File: src/rtl/jump_encoder.sv
// jump_encoder: turns a destination word address into a J-format jump
// instruction {opcode[5:0], target[25:0]} and queues it in a 2-entry FIFO.
// Destinations that do not fit in 26 bits are queued as err=1 with a nop
// (32'h0) so the consumer sees them in order with the good entries.
// jump_count tracks successfully encoded jumps and saturates at all-ones.
//
// Optional feature: define JUMP_LINK_EN to let link=1 select jal (6'b000011).
// Without it the link port is present but ignored and every entry is j.
//
// State table:
//   state    | meaning
//   ST_EMPTY | no entries queued, head reads as nop
//   ST_ONE   | one entry, held in slot 0 (head)
//   ST_FULL  | two entries, slot 0 is head, slot 1 is next; requests held off
module jump_encoder #(
  parameter int CNT_W = 16
) (
  input  logic             clk,
  input  logic             reset,
  input  logic             in_valid,
  output logic             in_ready,
  input  logic [31:0]      dest,
  input  logic             link,
  output logic             out_valid,
  input  logic             out_ready,
  output logic [31:0]      instr,
  output logic             err,
  output logic [CNT_W-1:0] jump_count
);

  localparam logic [5:0] OP_J   = 6'b000010;
  localparam logic [5:0] OP_JAL = 6'b000011;

  typedef enum logic [1:0] {
    ST_EMPTY = 2'd0,
    ST_ONE   = 2'd1,
    ST_FULL  = 2'd2
  } state_t;

  state_t state_q, state_d;

  logic [31:0]      slot0_instr_q, slot0_instr_d;
  logic             slot0_err_q,   slot0_err_d;
  logic [31:0]      slot1_instr_q, slot1_instr_d;
  logic             slot1_err_q,   slot1_err_d;
  logic [CNT_W-1:0] jump_count_q,  jump_count_d;

  logic [5:0]  opcode;
  logic        enc_err;
  logic [31:0] enc_instr;
  logic        push;
  logic        pop;

  // Handshake flags come only from registered state, never from out_ready.
  assign in_ready  = (state_q != ST_FULL);
  assign out_valid = (state_q != ST_EMPTY);
  assign push      = in_valid && in_ready;
  assign pop       = out_valid && out_ready;

`ifdef JUMP_LINK_EN
  assign opcode = link ? OP_JAL : OP_J;
`else
  logic unused_link;
  assign unused_link = link;
  assign opcode      = OP_J;
`endif

  // Encode the incoming destination; anything above 26 bits is rejected
  // outright rather than truncated, so a good entry always decodes back.
  always_comb begin
    enc_err   = (dest[31:26] != 6'd0);
    enc_instr = 32'h0;
    if (!enc_err) begin
      enc_instr = {opcode, dest[25:0]};
    end
  end

  // FIFO occupancy, slot shuffling and the saturating good-jump counter.
  always_comb begin
    state_d       = state_q;
    slot0_instr_d = slot0_instr_q;
    slot0_err_d   = slot0_err_q;
    slot1_instr_d = slot1_instr_q;
    slot1_err_d   = slot1_err_q;
    jump_count_d  = jump_count_q;

    case (state_q)
      ST_EMPTY: begin
        if (push) begin
          slot0_instr_d = enc_instr;
          slot0_err_d   = enc_err;
          state_d       = ST_ONE;
        end
      end
      ST_ONE: begin
        if (push && pop) begin
          // Head leaves, new entry takes its place directly.
          slot0_instr_d = enc_instr;
          slot0_err_d   = enc_err;
        end else if (push) begin
          slot1_instr_d = enc_instr;
          slot1_err_d   = enc_err;
          state_d       = ST_FULL;
        end else if (pop) begin
          // Clearing keeps an empty head reading as nop.
          slot0_instr_d = 32'h0;
          slot0_err_d   = 1'b0;
          state_d       = ST_EMPTY;
        end
      end
      ST_FULL: begin
        // push cannot happen here since in_ready is low.
        if (pop) begin
          slot0_instr_d = slot1_instr_q;
          slot0_err_d   = slot1_err_q;
          slot1_instr_d = 32'h0;
          slot1_err_d   = 1'b0;
          state_d       = ST_ONE;
        end
      end
      default: begin
        state_d       = ST_EMPTY;
        slot0_instr_d = 32'h0;
        slot0_err_d   = 1'b0;
        slot1_instr_d = 32'h0;
        slot1_err_d   = 1'b0;
      end
    endcase

    if (push && !enc_err && (jump_count_q != {CNT_W{1'b1}})) begin
      jump_count_d = jump_count_q + 1'b1;
    end
  end

  // State register with synchronous reset; reset wins over any request.
  always_ff @(posedge clk) begin
    if (reset) begin
      state_q       <= ST_EMPTY;
      slot0_instr_q <= 32'h0;
      slot0_err_q   <= 1'b0;
      slot1_instr_q <= 32'h0;
      slot1_err_q   <= 1'b0;
      jump_count_q  <= '0;
    end else begin
      state_q       <= state_d;
      slot0_instr_q <= slot0_instr_d;
      slot0_err_q   <= slot0_err_d;
      slot1_instr_q <= slot1_instr_d;
      slot1_err_q   <= slot1_err_d;
      jump_count_q  <= jump_count_d;
    end
  end

  // Head outputs are forced to nop while empty.
  always_comb begin
    instr = 32'h0;
    err   = 1'b0;
    if (out_valid) begin
      instr = slot0_instr_q;
      err   = slot0_err_q;
    end
  end

  assign jump_count = jump_count_q;

endmodule

File: config.mk
export PLATFORM = sky130hd
export DESIGN_NAME = jump_encoder
export DESIGN_NICKNAME = d
export VERILOG_FILES = /design/src/rtl/jump_encoder.sv
export SDC_FILE = /design/constraint.sdc
export NUM_CORES = 1
export LEC_CHECK = 0
export CAP_MARGIN = 20
export CORE_ASPECT_RATIO = 1.4
export CORE_MARGIN = 2
export CORE_UTILIZATION = 40
export CTS_CLUSTER_SIZE = 40
export DETAILED_ROUTE_END_ITERATION = 16
export PLACE_DENSITY = 0.68
export SLEW_MARGIN = 10
export SYNTH_ARGS = -nofsm -noshare
export SYNTH_HDL_FRONTEND = slang
export SYNTH_SLANG_ARGS = --single-unit
File: constraint.sdc
create_clock -name clk -period 2.5 [get_ports clk]
set_input_delay 0.25 -clock clk [delete_from_list [all_inputs] [get_ports clk]]
set_output_delay 0.25 -clock clk [all_outputs]
set_load 0.005 [all_outputs]
==> results.cfg <==
[die]
core_um2 = 8149
die_area_um2 = 9152
dieWidth_um = 81.43
rows = 39
dieHeight_um = 112.4
io_pins = 88
start_util_pct = 41.19

[power]
p_leak_nw = 1.505
peakVddDrop_mv = 0.4628
pwr_density_cell_nw_per_um2 = 624.9

[sta]
worst_pin_slew_ns = 1.002
hold_ws_ns = 0.4527
relSlewSlack_pct = 33.21
fin_crit_sh_pct = 87.77
fin_tns_setup_ns = 0
finalClockSkew_ns = 0.005528
rsz0062_at_grt = no
fin_crit_ns = 2.194
finalHoldViolations = 0
drv_slew = 0
clock.fmax_mhz = 455.7
setup_viol = 0

[detailed_routing]
drc = 0
vias = 2972
drt_iter0_markers = 189
firstDrtPassIters = 5
viasPerCell = 5.463
routed_wl_um = 8424
ant_nets = 0
wl_per_cell_um = 15.49

[worst_setup_path]
crit_fanout = 10
start_kind = flop
crit_required_ns = 2.25
cp_slowest_cell = clkdlybuf4s50_1
cp_cell_sequence = nor2_2, buf_4, nor2b_1, clkdlybuf4s50_1
cpLargestDelayFamily = buffers and inverters
path_class = flop to primary output
r2r_start = state_q[1]
cp_num_buf_inv = 2
arrival_ns = 1.94
slowest_delay_ns = 0.44
crit_start = state_q[0]
end_kind = primary output

[clocking]
cts_root_buffer = clkbuf_16
cts_tree = done
numCtsBuffers = 9
clk_pin_slew_ns = 0.06
cts_buffer_depth = 2
clk-insertion-delay-late_ns = 0.33
clock-sinks = 74
post_cts_resized = 0
cts_hold_buf = 0
post_cts_buffers = 0
htreeDepth = 3

[layout]
syn2layout_area_growth_pct = 36.75
layout-drive-gt1-share_pct = 10.41
diodes = 0
final_nets = 476
final_common_cell = clkdlybuf4s50_1
final_cell_mix = 80 x clkdlybuf4s50_1, 74 x dfxtp_1, 52 x a22oi_1

[logic_synthesis]
synth.area.top_cells = dfxtp_1 44%, a22oi_1 12%, o2bb2ai_1 6.8%
ys_types = 47
yosys.area.top_type = dfxtp_1
yosys.area.top_type_share_pct = 44.13
synth-seq-area-share_pct = 44.13
syn-cell-area_um2 = 3357
synth_seq_cells = 74
postSynthAreaPerCell_um2 = 9.299
yosysWarnings = 0
netlist_instances = 361

[job]
timing.max_cap.violations = 0

[global_route]
antenna_found_initial = 0
grt_overflow = 0
first_global_vias = 2846
grt_use_total_pct = 18.49
grt_max_degree = 51
grt_first_pass_wirelength_um = 13310

[hold_path]
hp-start = slot0_instr_q[7]
hold_class = flop to flop

[placement]
hpwl_um = 5485
portBuffers = 81
gp_congestion = 0.8131

[status]
status = finished clean
==> worst paths after layout <==
| path | endpoint | slack (ns) | depth (start not counted) |
|---|---|---|---|
| worst max-delay path | instr[2] | 0.31 | 4 |
| worst min register to register | slot0_instr_q[7] | 0.45 | 1 |
| worst max register to register | slot0_instr_q[11] | 0.38 | 5 |
| worst min-delay path | slot0_instr_q[7] | 0.45 | 1 |
==> where the power goes <==
| part | internal, W | switching (W) |
|---|---|---|
| combinational | 0.0000853 | 0.000114 |
| clock | 0.000994 | 0.000483 |
| sequential | 0.00118 | 0.00000748 |
==> through the flow <==
| stage | utilization [%] | worst slack, ns | total power [W] | instances | instance area (um2) |
|---|---|---|---|---|---|
| floorplan | - | 0.7860 | 0.001317 | 365 | 3372 |
| global placement | 52.14 | 0.2842 | 0.001416 | 529 | 4249 |
| finish | 56.33 | 0.3057 | 0.002869 | 544 | 4591 |
| detailed placement | 52.14 | 0.2604 | 0.001418 | 529 | 4249 |
| global route | 56.33 | 0.1683 | 0.002968 | 544 | 4591 |
| CTS | 56.33 | 0.2503 | 0.002895 | 544 | 4591 |
==> sequential cells by signal, indices dropped and copies added (netlist names) <==
name and count:
slot0_err_q 1, jump_count 16, slot1_instr_q 27, slot1_err_q 1
slot0_instr_q 27, state_q 2
==> cell type report <==
type | count | area [um2]
tap | 102 | 127.6
multi-input combinational | 254 | 1710
inverter | 3 | 11.26
clock inverter | 5 | 102.6
clock buffer | 10 | 239.0
timing repair buffer | 96 | 918.4
sequential | 74 | 1481
fill | 737 | 3558
==> synth_stat cells, drive strengths merged <==
| master | count |
|---|---|
| dfxtp | 74 |
| a22oi | 52 |
| nor2 | 50 |
| nor2b | 34 |
| o2bb2ai | 26 |
| buf | 21 |
| clkbuf | 13 |
| nand2 | 11 |
| xnor2 | 9 |
| nand3 | 8 |
| nor4 | 8 |
| a21oi | 7 |
| nand4 | 6 |
| nor3 | 6 |
| inv | 3 |
| mux2 | 3 |
| o21ai | 3 |
| a31oi | 2 |
| and3 | 2 |
| mux2i | 2 |
| nor3b | 2 |
| nor4b | 2 |
| o22a | 2 |
| or2 | 2 |
| or3 | 2 |
| a211oi | 1 |
| a21o | 1 |
| a311oi | 1 |
| and4 | 1 |
| conb | 1 |
| ha | 1 |
| nand2b | 1 |
| nand3b | 1 |
| nand4b | 1 |
| o21a | 1 |
| o22ai | 1 |
==> metal layers <==
metal | track usage (%) | up-vias | part of all wire, %
met5 | 0 | - | 0
li1 | - | 1459 | -
met4 | 6.780 | 0 | 1.0
met3 | 4.180 | 6 | 4.8
met2 | 31.48 | 88 | 50
met1 | 22.30 | 1419 | 44
==> cells by family after synthesis <==
logic type / synth area share (%)
and+or+nand+nor: 23.44
AOI/OAI and AO/OA: 22.29
DFF: 44.13
buffers and inverters: 5.702
xor gates and xnor gates: 2.348
muxes: 1.603
adders and majority gates: 0.3727
other: 0.1117
==> worst register-to-register path: cells and delay by family (launching register included) <==
kind,cells,cell delay [ns]
AOI/OAI and AO/OA,2,0.83
buffers and inverters,1,0.34
DFF,1,0.53
and+or+nand+nor,2,0.34
(Power assumes the default switching activity.)
